===== src/rtl/multi_port_read_serializer.sv =====
// rtl/multi_port_read_serializer.sv - burst reader for a multi-ported FIFO, re-serialized onto one valid/ready stream
module multi_port_read_serializer #(
    parameter int DATA_WIDTH      = 32,
    parameter int FIFO_ADDR_WIDTH = 4,
    parameter int NUM_READ_PORTS  = 2,
    parameter int BUF_ADDR_WIDTH  = 2
) (
    input  logic                                 clk,
    input  logic                                 rst_n,
    input  logic                                 enable,
    output logic [NUM_READ_PORTS-1:0]            fifo_rd_en,
    input  logic [NUM_READ_PORTS*DATA_WIDTH-1:0] fifo_rd_data,
    input  logic [NUM_READ_PORTS-1:0]            fifo_rd_valid,
    input  logic [FIFO_ADDR_WIDTH:0]             fifo_data_count,
    output logic                                 out_valid,
    output logic [DATA_WIDTH-1:0]                out_data,
    input  logic                                 out_ready,
    output logic [BUF_ADDR_WIDTH:0]              buf_count,
    output logic                                 protocol_err
);

    localparam int D  = 1 << BUF_ADDR_WIDTH;
    localparam int IW = $clog2(NUM_READ_PORTS + 1);
    localparam int SW = BUF_ADDR_WIDTH + 2;
    localparam int CW = BUF_ADDR_WIDTH + 1;

    logic [DATA_WIDTH-1:0]     mem [D];
    logic [BUF_ADDR_WIDTH-1:0] wr_ptr;
    logic [BUF_ADDR_WIDTH-1:0] rd_ptr;
    logic [IW-1:0]             inflight;
    logic [NUM_READ_PORTS-1:0] last_req;

    logic [SW-1:0]             space;
    int                        k;
    logic [CW-1:0]             free_slots;
    logic [CW-1:0]             rank [NUM_READ_PORTS];
    logic [NUM_READ_PORTS-1:0] take;
    logic [CW-1:0]             take_cnt;
    logic                      pop;

    // Credits cover both buffered and in-flight words; pops are deliberately not
    // credited so out_ready never reaches fifo_rd_en combinationally.
    always_comb begin
        space = SW'(D) - SW'(buf_count) - SW'(inflight);
        k = NUM_READ_PORTS;
        if (int'(fifo_data_count) < k) k = int'(fifo_data_count);
        if (int'(space) < k) k = int'(space);
        if (!enable || !rst_n) k = 0;
        fifo_rd_en = '0;
        for (int p = 0; p < NUM_READ_PORTS; p++) begin
            fifo_rd_en[p] = (p < k);
        end
    end

    // Lanes are packed in port order; a misbehaving FIFO returning extra valids
    // cannot push the buffer past full, surplus lanes are dropped.
    always_comb begin
        free_slots = CW'(D) - buf_count;
        take_cnt   = '0;
        take       = '0;
        for (int p = 0; p < NUM_READ_PORTS; p++) begin
            rank[p] = take_cnt;
            take[p] = fifo_rd_valid[p] && (take_cnt < free_slots);
            if (take[p]) take_cnt = take_cnt + CW'(1);
        end
    end

    assign out_valid = (buf_count != '0);
    assign out_data  = out_valid ? mem[rd_ptr] : '0;
    assign pop       = out_valid && out_ready;

    always_ff @(posedge clk) begin
        for (int p = 0; p < NUM_READ_PORTS; p++) begin
            if (take[p]) begin
                mem[wr_ptr + rank[p][BUF_ADDR_WIDTH-1:0]] <= fifo_rd_data[p*DATA_WIDTH +: DATA_WIDTH];
            end
        end
    end

    always_ff @(posedge clk or negedge rst_n) begin
        if (!rst_n) begin
            wr_ptr       <= '0;
            rd_ptr       <= '0;
            inflight     <= '0;
            last_req     <= '0;
            buf_count    <= '0;
            protocol_err <= 1'b0;
        end else begin
            inflight  <= IW'(k);
            last_req  <= fifo_rd_en;
            wr_ptr    <= wr_ptr + take_cnt[BUF_ADDR_WIDTH-1:0];
            if (pop) rd_ptr <= rd_ptr + BUF_ADDR_WIDTH'(1);
            buf_count <= buf_count + take_cnt - CW'(pop);
            if (fifo_rd_valid != last_req) protocol_err <= 1'b1;
        end
    end

endmodule


===== config.mk =====
export PLATFORM = sky130hd
export DESIGN_NAME = multi_port_read_serializer
export DESIGN_NICKNAME = d
export VERILOG_FILES = /design/src/rtl/multi_port_read_serializer.sv
export SDC_FILE = /design/constraint.sdc
export NUM_CORES = 1
export LEC_CHECK = 0
export BUFFER_PORTS_ARGS = -buffer_cell sky130_fd_sc_hd__buf_2
export CAP_MARGIN = 0
export CELL_PAD_IN_SITES_DETAIL_PLACEMENT = 1
export CELL_PAD_IN_SITES_GLOBAL_PLACEMENT = 1
export CORE_MARGIN = 2
export CORE_UTILIZATION = 30
export CTS_BUF_LIST = sky130_fd_sc_hd__clkbuf_8
export CTS_CLUSTER_DIAMETER = 200
export DETAILED_ROUTE_END_ITERATION = 7
export GPL_ROUTABILITY_DRIVEN = 0
export PLACE_DENSITY_LB_ADDON = 0.1
export SYNTH_ARGS = -nofsm -noshare
export SYNTH_HDL_FRONTEND = slang
export SYNTH_SLANG_ARGS = --single-unit
export TNS_END_PERCENT = 100

===== constraint.sdc =====
create_clock -name clk -period 4 [get_ports clk]
set_input_delay 0.2 -clock clk [delete_from_list [all_inputs] [get_ports clk]]
set_output_delay 0.2 -clock clk [all_outputs]
set_load 0.05 [all_outputs]

==> impl_metrics.env, run 1 <==
export IMPL_cts_root_buf="clkbuf_8"
export IMPL_wl_met3_um=631
export IMPL_hold_depth=2
export IMPL_grt_max_degree=34
export IMPL_synthArstFlopShare_pct=8.57
export IMPL_drtIter0Drc=203
export IMPL_worst_slack_ps=507
export IMPL_r2r_end="mem[1][1]"
export IMPL_timing_final_crit_share_pct=87.3
export IMPL_fin_area_um2=8760
export IMPL_rows=57
export IMPL_synth_area_per_cell_um2=16.8
export IMPL_layout_drive_gt1_share_pct=57.3
export IMPL_rsz0062_at_grt="false"
export IMPL_cp_arrival_ps=3290
export IMPL_dpl_cell_area_um2=8410
export IMPL_ioPinCount=114
export IMPL_start_kind="flip-flop"
export IMPL_synth_seq_cells=140
export IMPL_synth_ff_type="edfxtp_1"
export IMPL_finalClockSkew_ps=15.5
export IMPL_cts_sinks=140
export IMPL_cts_tree="built"
export IMPL_place_ws_ps=594
export IMPL_core_area_um2=24200
export IMPL_fmax_ghz=0.286
export IMPL_clock_latency_ps=450
export IMPL_cts_setup_buffers=0
export IMPL_grt_pass1_vias=4690
export IMPL_dr_pass1_iters=4
export IMPL_synthesis_area_um2=7380
export IMPL_critPathMaxFanout=6
export IMPL_die_w_um=161
export IMPL_ff2ff_path_depth=12
export IMPL_portBuffers=113
export IMPL_vias_per_cell=4.77
export IMPL_diodes=0
export IMPL_wl_per_cell_um=20.9
export IMPL_final_hold_violation_count=0
export IMPL_dr_max_layer_used="met4"
export IMPL_hp_class="input pin to flip-flop"
export IMPL_drc=0
export IMPL_grt_antenna_before_repair=0
export IMPL_status="completed"
export IMPL_critPathRequiredTime_ps=3800
export IMPL_met2_length_mm=9.31
export IMPL_path_clk_slew_ps=90
export IMPL_antenna_left=0
export IMPL_yosysUniqueCellTypes=39
export IMPL_post_route_util_pct=36.1
export IMPL_start_util_pct=30.4
export IMPL_grt_use_total_pct=15.1
export IMPL_r2r_start="buf_count[0]"
export IMPL_syn_to_final_growth_pct=18.8
export IMPL_path_class="flip-flop to primary output"
export IMPL_cts_buffers=17
export IMPL_end_kind="primary output"
export IMPL_period_minus_slack_ps=3490
export IMPL_met1Wirelength_mm=8.68
export IMPL_finalMaxSlewViolations=0
export IMPL_grt_pass1_wl_mm=28.9
export IMPL_min_from="fifo_rd_data[58]"
export IMPL_grt_overflow=0
export IMPL_fin_nets=652
export IMPL_synth_edf_count=128
export IMPL_yosys_warnings=0
export IMPL_netlist_top_cells_area="edfxtp_1, mux2_2, mux4_2"
export IMPL_cap_violations=0
export IMPL_die_h_um=161
export IMPL_yosysSeqAreaShare_pct=56.2
export IMPL_rrSetupSlack_ps=630
export IMPL_dieArea_um2=25900
export IMPL_tightest_slew_ps=1110
export IMPL_htreeDepth=4
export IMPL_synth_most_common_cell="edfxtp_1"
export IMPL_route_vias_total=4281
export IMPL_setup_viol=0
export IMPL_dpl_hpwl_mm=12.2
export IMPL_yosysTopAreaCellShare_pct=52.1
export IMPL_synth_top_area_cell="edfxtp_1"
export IMPL_syn_instance_count=438
export IMPL_slew_headroom_pct=25.9
export IMPL_synth_common_cells="edfxtp_1, mux2_2, and2_1, mux4_2, inv_1"
export IMPL_clock_path_buffers=2
export IMPL_wl_mm=18.8
export IMPL_holdPathEnd="mem[2][26]"
==> per-layer routing <==
layer / vias up / global-route usage [%]
met1: 2235 / 20.2
met2: 81 / 25.0
met4: 0 / 3.57
met5: - / 0
met3: 10 / 3.51
li1: 1955 / -
==> worst max-delay path by stage <==
stage | from | to | slack [ps]
floorplan | buf_count[0] | mem[0][0] | -630
CTS | buf_count[1] | fifo_rd_en[0] | 410
finish | buf_count[1] | fifo_rd_en[0] | 510
detailed placement | buf_count[0] | mem[1][28] | 590
global route | buf_count[1] | fifo_rd_en[0] | 170
global placement | buf_count[0] | mem[1][29] | 670
==> cells in the final DEF, fill, tap and decap left out, types with 2 or more instances in the layout <==
master	n
and2_1	32
inv_1	18
dfrtp_2	2
dfrtp_1	10
mux2_1	4
o31ai_4	4
clkbuf_8	17
xor2_1	3
mux2_2	124
o2111ai_4	4
o211ai_1	2
mux4_2	32
clkinv_2	3
clkinv_4	2
inv_6	6
fa_1	2
clkinvlp_4	3
a21oi_1	3
xnor2_1	6
buf_4	11
buf_12	5
edfxtp_1	128
conb_1	2
nor2b_1	2
a211oi_1	2
a21o_1	2
nand2_1	2
ha_1	14
buf_2	113
==> registers in the layout, indices dropped and copies added (netlist names) <==
signal        cells
mem             128
buf_count         3
inflight          2
last_req          2
rd_ptr            2
wr_ptr            2
protocol_err      1
==> worst max-delay path: stages, from the launching register on <==
cell	delay, ps
dfrtp_1	400
ha_1	290
inv_1	60
ha_1	140
inv_1	50
fa_1	470
inv_1	60
ha_1	290
o211ai_1	200
a21o_1	220
a311oi_1	320
buf_2	330
==> area by class of cell <==
cell class	instances	area, um^2
fillers	2554	15500
inverters	18	67.6
clock buffers	17	234
multi-input cells	254	3040
well taps	324	405
flip-flops and latches	140	4150
clock inverters	15	111
repair buffers	130	758
==> logic make-up (layout without fill, tap and decap cells) <==
| logic type | after synthesis | after routing | share of synthesized area [%] |
|---|---|---|---|
| mux | 160 | 160 | 29.3 |
| flops | 140 | 140 | 56.2 |
| buf+inv | 45 | 180 | 3.73 |
| simple gates | 44 | 44 | 3.68 |
| compound gates | 22 | 22 | 2.85 |
| fa+ha+maj | 16 | 16 | 2.92 |
| xor+xnor | 10 | 10 | 1.29 |
| other cells | 1 | 2 | 0.0508 |
==> what timing repair did <==
item,CTS,global route
setup endpoints to repair,0,0
resized for setup,0,0
hold endpoints to repair,12,0
hold buffers,1,0
==> through the flow <==
| stage | setup TNS [ps] | std cells | hold WS (ps) |
|---|---|---|---|
| floorplan | -80890 | 439 | -95.6 |
| global placement | 0 | 865 | 120 |
| detailed placement | 0 | 865 | 123 |
| CTS | 0 | 898 | 39.8 |
| global route | 0 | 898 | 45.7 |
| finish | 0 | 898 | 71.2 |
Power of run 1 is left out: the tool's default activity adds up to more than one toggle a clock period on the data nets, which glitch-free logic cannot reach.
==> run 2: changes to the inputs <==
--- a/config.mk
+++ b/config.mk
@@ -10,7 +10,7 @@
 export CELL_PAD_IN_SITES_DETAIL_PLACEMENT = 1
 export CELL_PAD_IN_SITES_GLOBAL_PLACEMENT = 1
 export CORE_MARGIN = 2
-export CORE_UTILIZATION = 30
+export CORE_UTILIZATION = 40
 export CTS_BUF_LIST = sky130_fd_sc_hd__clkbuf_8
 export CTS_CLUSTER_DIAMETER = 200
 export DETAILED_ROUTE_END_ITERATION = 7
==> run 2 against run 1 <==
  * Register-to-register slack about the same
  * Clock skew decreased by 3.7 ps
  * First-iteration DRC count decreased by 31%
  * Non-clock buffer count unchanged
  * Worst setup slack got worse by 80 ps
  * Critical path type unchanged
  * Largest cell class unchanged
==> impl_metrics.env, run 2 (synthesis gave the netlist of run 1 again) <==
export IMPL_setup_viol=0
export IMPL_grt_pass1_vias=4844
export IMPL_dpl_hpwl_mm=11.2
export IMPL_dr_pass1_iters=4
export IMPL_cts_setup_buffers=0
export IMPL_fin_nets=652
export IMPL_n_fill_cell=1843
export IMPL_finalMaxSlewViolations=0
export IMPL_mostFrequentLayoutCell="edfxtp_1"
export IMPL_antenna_left=0
export IMPL_period_minus_slack_ps=3570
export IMPL_hp_class="input pin to flip-flop"
export IMPL_syn_to_final_growth_pct=17.3
export IMPL_start_util_pct=40.9
export IMPL_grt_pass1_wl_mm=27.6
export IMPL_die_w_um=140
export IMPL_final_hold_violation_count=0
export IMPL_ctsResizeCount=0
export IMPL_critPathRequiredTime_ps=3800
export IMPL_tightest_slew_ps=1140
export IMPL_layout_common_cells="edfxtp_1, mux2_2, buf_2"
export IMPL_finalClockSkew_ps=11.7
export IMPL_wl_per_cell_um=21.7
export IMPL_route_vias_total=4286
export IMPL_htreeDepth=4
export IMPL_vias_per_cell=5.32
export IMPL_grt_antenna_before_repair=2
export IMPL_grt_use_total_pct=18.7
export IMPL_cts_tree="built"
export IMPL_grt_overflow=0
export IMPL_clock_path_buffers=2
export IMPL_slew_headroom_pct=23.8
export IMPL_start_kind="flip-flop"
export IMPL_timing_final_crit_share_pct=89.3
export IMPL_cap_violations=0
export IMPL_die_h_um=140
export IMPL_clock_latency_ps=440
export IMPL_cts_root_buf="clkbuf_8"
export IMPL_cts_buffers=17
export IMPL_end_kind="primary output"
export IMPL_drc=0
export IMPL_dieArea_um2=19500
export IMPL_rows=49
export IMPL_portBuffers=113
export IMPL_multi_input_area_um2=3040
export IMPL_wl_mm=17.4
export IMPL_layout_drive_gt1_share_pct=56.6
export IMPL_path_class="flip-flop to primary output"
export IMPL_fmax_ghz=0.280
export IMPL_status="completed"
export IMPL_largest_reg_flops=128
export IMPL_seqCellArea_um2=4150
export IMPL_drtIter0Drc=141
export IMPL_core_area_um2=18000
export IMPL_grt_max_degree=34
export IMPL_critPathMaxFanout=6
export IMPL_post_route_util_pct=48.0
export IMPL_setup_tns_ps=0
export IMPL_rsz0062_at_grt="false"
export IMPL_ioPinCount=114
export IMPL_path_clk_slew_ps=80
export IMPL_cts_sinks=140
export IMPL_cp_arrival_ps=3370
run 2: cell types whose count changed in the layout (fill, tap and decap cells not counted), moves of 2 or more:
cell	delta
inv_6	-6
clkinv_1	+4
buf_12	-3
buf_4	+3
bufinv_16	+3
diode_2	+2
run 2: area by class of cell:
| class | count | share of cell area [%] |
|---|---|---|
| multi-input combinational | 254 | 35.1 |
| timing repair buffer | 130 | 8.33 |
| inverter | 18 | 0.781 |
| clock inverter | 15 | 1.79 |
| sequential | 140 | 47.9 |
| clock buffer | 17 | 2.70 |
| tap | 229 | 3.31 |
| antenna | 2 | 0.0578 |
run 2: path summary, 6_finish.rpt:
check | startpoint | endpoint | slack [ps] | cells past startpoint
hold / removal | enable | inflight[1] | 90 | 3
setup / recovery | buf_count[1] | fifo_rd_en[0] | 430 | 11
min in group asynchronous | rst_n | buf_count[2] | 160 | 2
setup reg to reg | buf_count[0] | mem[1][31] | 640 | 12
hold reg to reg | protocol_err | protocol_err | 480 | 1
max in group asynchronous | rst_n | rd_ptr[0] | 3570 | 2
run 2: metrics by stage:
step / instance area, um^2 / instances / setup slack [ps] / hold WS (ps)
after floorplan: 7380 / 439 / -632 / -95.6
after global placement: 8250 / 770 / 695 / 101
after detailed placement: 8250 / 770 / 603 / 115
after CTS: 8650 / 803 / 367 / 48.5
after global routing: 8650 / 804 / 136 / 57.8
final: 8650 / 805 / 426 / 86.0
run 2: layer usage:
layer  GRT usage, %  share of wire, %  up-vias
met5              0                 0        -
li1               -                 -     1962
met4           4.89              0.95        0
met3           4.65               4.0       16
met2           32.3                52       91
met1           23.7                43     2217
run 2: critical path, cell delays in order, from the launching register on:
cell and delay [ps]:
dfrtp_1 400, ha_1 290, inv_1 60, ha_1 150, inv_1 50, fa_1 470, inv_1 70, ha_1 200
a21oi_1 400, a211oi_1 140, a311oi_1 360, buf_2 330
run 2: timing repair:
| item | 4_1_cts | 5_1_grt |
|---|---|---|
| endpoints found under the hold margin | 12 | 0 |
| endpoints found under the setup margin | 0 | 0 |
| hold buffers | 1 | 0 |
Power of run 2 is left out for the same reason.
==> run 3: changes to the inputs <==
--- a/config.mk
+++ b/config.mk
@@ -15,7 +15,7 @@
 export CTS_CLUSTER_DIAMETER = 200
 export DETAILED_ROUTE_END_ITERATION = 7
 export GPL_ROUTABILITY_DRIVEN = 0
-export PLACE_DENSITY_LB_ADDON = 0.1
+export PLACE_DENSITY = 0.83
 export SYNTH_ARGS = -nofsm -noshare
 export SYNTH_HDL_FRONTEND = slang
 export SYNTH_SLANG_ARGS = --single-unit
==> run 3 against run 2 <==
  * Sequential share of layout area rose by 0.50 points
  * Register-to-register slack got worse by 60 ps
  * Fmax fell by 1.7%
  * Cell area fell by 1.0%
  * Core utilization fell by 0.50 points
  * Die area did not move
  * First-iteration DRC count rose by 2.1%
  * Via count fell by 0.42%
  * Largest cell class unchanged
  * Clock skew fell by 5.4 ps
==> impl_metrics.env, run 3 (synthesis gave the netlist of run 1 again) <==
export IMPL_drtIter0Drc=144
export IMPL_path_class="flip-flop to primary output"
export IMPL_start_util_pct=40.9
export IMPL_timing_final_crit_share_pct=90.9
export IMPL_grt_pass1_wl_mm=27.8
export IMPL_portBuffers=113
export IMPL_grt_pass1_vias=4990
export IMPL_core_area_um2=18000
export IMPL_fmax_ghz=0.275
export IMPL_die_w_um=140
export IMPL_drc=0
export IMPL_fin_area_um2=8560
export IMPL_layout_drive_gt1_share_pct=56.5
export IMPL_crit_buf_inv=4
export IMPL_ff2ff_path_depth=12
export IMPL_critPathRequiredTime_ps=3800
export IMPL_dieArea_um2=19500
export IMPL_dpl_cell_area_um2=8210
export IMPL_grt_overflow=0
export IMPL_clock_path_buffers=2
export IMPL_route_vias_total=4268
export IMPL_final_hold_violation_count=0
export IMPL_startpoint="buf_count[1]"
export IMPL_clock_latency_ps=450
export IMPL_cts_hold_buf=1
export IMPL_cts_tree="built"
export IMPL_cts_root_buf="clkbuf_8"
export IMPL_cpPeakStageDelay_ps=470
export IMPL_start_kind="flip-flop"
export IMPL_ctsResizeCount=0
export IMPL_mostFrequentLayoutCell="edfxtp_1"
export IMPL_worst_path_stages=11
export IMPL_cap_violations=0
export IMPL_setup_viol=0
export IMPL_vias_per_cell=5.32
export IMPL_cp_arrival_ps=3440
export IMPL_crit_chain="ha_1 > inv_1 > ha_1 > inv_1 > fa_1 > inv_1 > ha_1 > o211ai_1 > a21o_1 > a311oi_1 > buf_2"
export IMPL_cts_setup_buffers=0
export IMPL_grt_max_degree=34
export IMPL_r2r_start="buf_count[0]"
export IMPL_htreeDepth=4
export IMPL_rows=49
export IMPL_period_minus_slack_ps=3640
export IMPL_grt_antenna_before_repair=1
export IMPL_layout_common_cells="edfxtp_1, mux2_2, buf_2"
export IMPL_largest_reg_flops=128
export IMPL_fin_nets=650
export IMPL_r2r_end="mem[0][23]"
export IMPL_grt_use_total_pct=18.9
export IMPL_dr_pass1_iters=4
export IMPL_slew_headroom_pct=23.7
export IMPL_rsz0062_at_grt="false"
export IMPL_crit_family="adder cells"
export IMPL_die_h_um=140
export IMPL_syn_to_final_growth_pct=16.1
export IMPL_status="completed"
export IMPL_finalMaxSlewViolations=0
export IMPL_cp_slowest_cell="fa_1"
export IMPL_wl_mm=17.7
export IMPL_rrSetupSlack_ps=580
export IMPL_hp_class="input pin to flip-flop"
export IMPL_finalClockSkew_ps=6.30
export IMPL_ioPinCount=114
export IMPL_wl_per_cell_um=22.1
export IMPL_dpl_hpwl_mm=11.6
export IMPL_cts_buffers=17
export IMPL_cts_sinks=140
export IMPL_tightest_slew_ps=1140
export IMPL_end_kind="primary output"
export IMPL_path_clk_slew_ps=70
export IMPL_critPathCapture="fifo_rd_en[0]"
export IMPL_critPathMaxFanout=6
export IMPL_antenna_left=0
run 3: how the worst min path moves through the flow:
stage                                 from      endpoint  slack, ps  cells after the start
after detailed placement             rst_n   last_req[1]        110                      1
after floorplan                      rst_n  buf_count[0]       -100                      0
after CTS                           enable   inflight[1]         50                      3
after global placement               rst_n   last_req[0]        100                      1
after global routing      fifo_rd_data[18]    mem[2][18]         70                      2
final                     fifo_rd_data[55]    mem[3][23]         90                      2
run 3: cell type report:
class                           count  area (um^2)
Antenna cell                        1         2.50
Clock buffer                       17          234
Clock inverter                     15          108
Fill cell                        1790         9460
Inverter                           18         67.6
Multi-Input combinational cell    254         3040
Sequential cell                   140         4150
Tap cell                          229          287
Timing Repair Buffer              128          681
run 3: routing by layer:
metal / part of all wire [%] / vias up / global-route usage, %
met1: 42 / 2182 / 22.8
met4: 1.8 / 2 / 6.05
met3: 4.1 / 27 / 5.47
met2: 52 / 106 / 32.8
met5: 0.073 / - / 0
li1: - / 1951 / -
run 3: stage by stage:
| step | worst slack, ps | hold slack, ps | std cells | utilization [%] | setup TNS [ps] |
|---|---|---|---|---|---|
| floorplan | -632 | -95.6 | 439 | - | -80890 |
| global placement | 693 | 103 | 768 | 45.6 | 0 |
| detailed placement | 524 | 112 | 768 | 45.6 | 0 |
| CTS | 334 | 53.6 | 801 | 47.5 | 0 |
| global route | 57.8 | 66.3 | 801 | 47.5 | 0 |
| finish | 364 | 93.3 | 802 | 47.5 | 0 |
Power of run 3 is left out for the same reason.
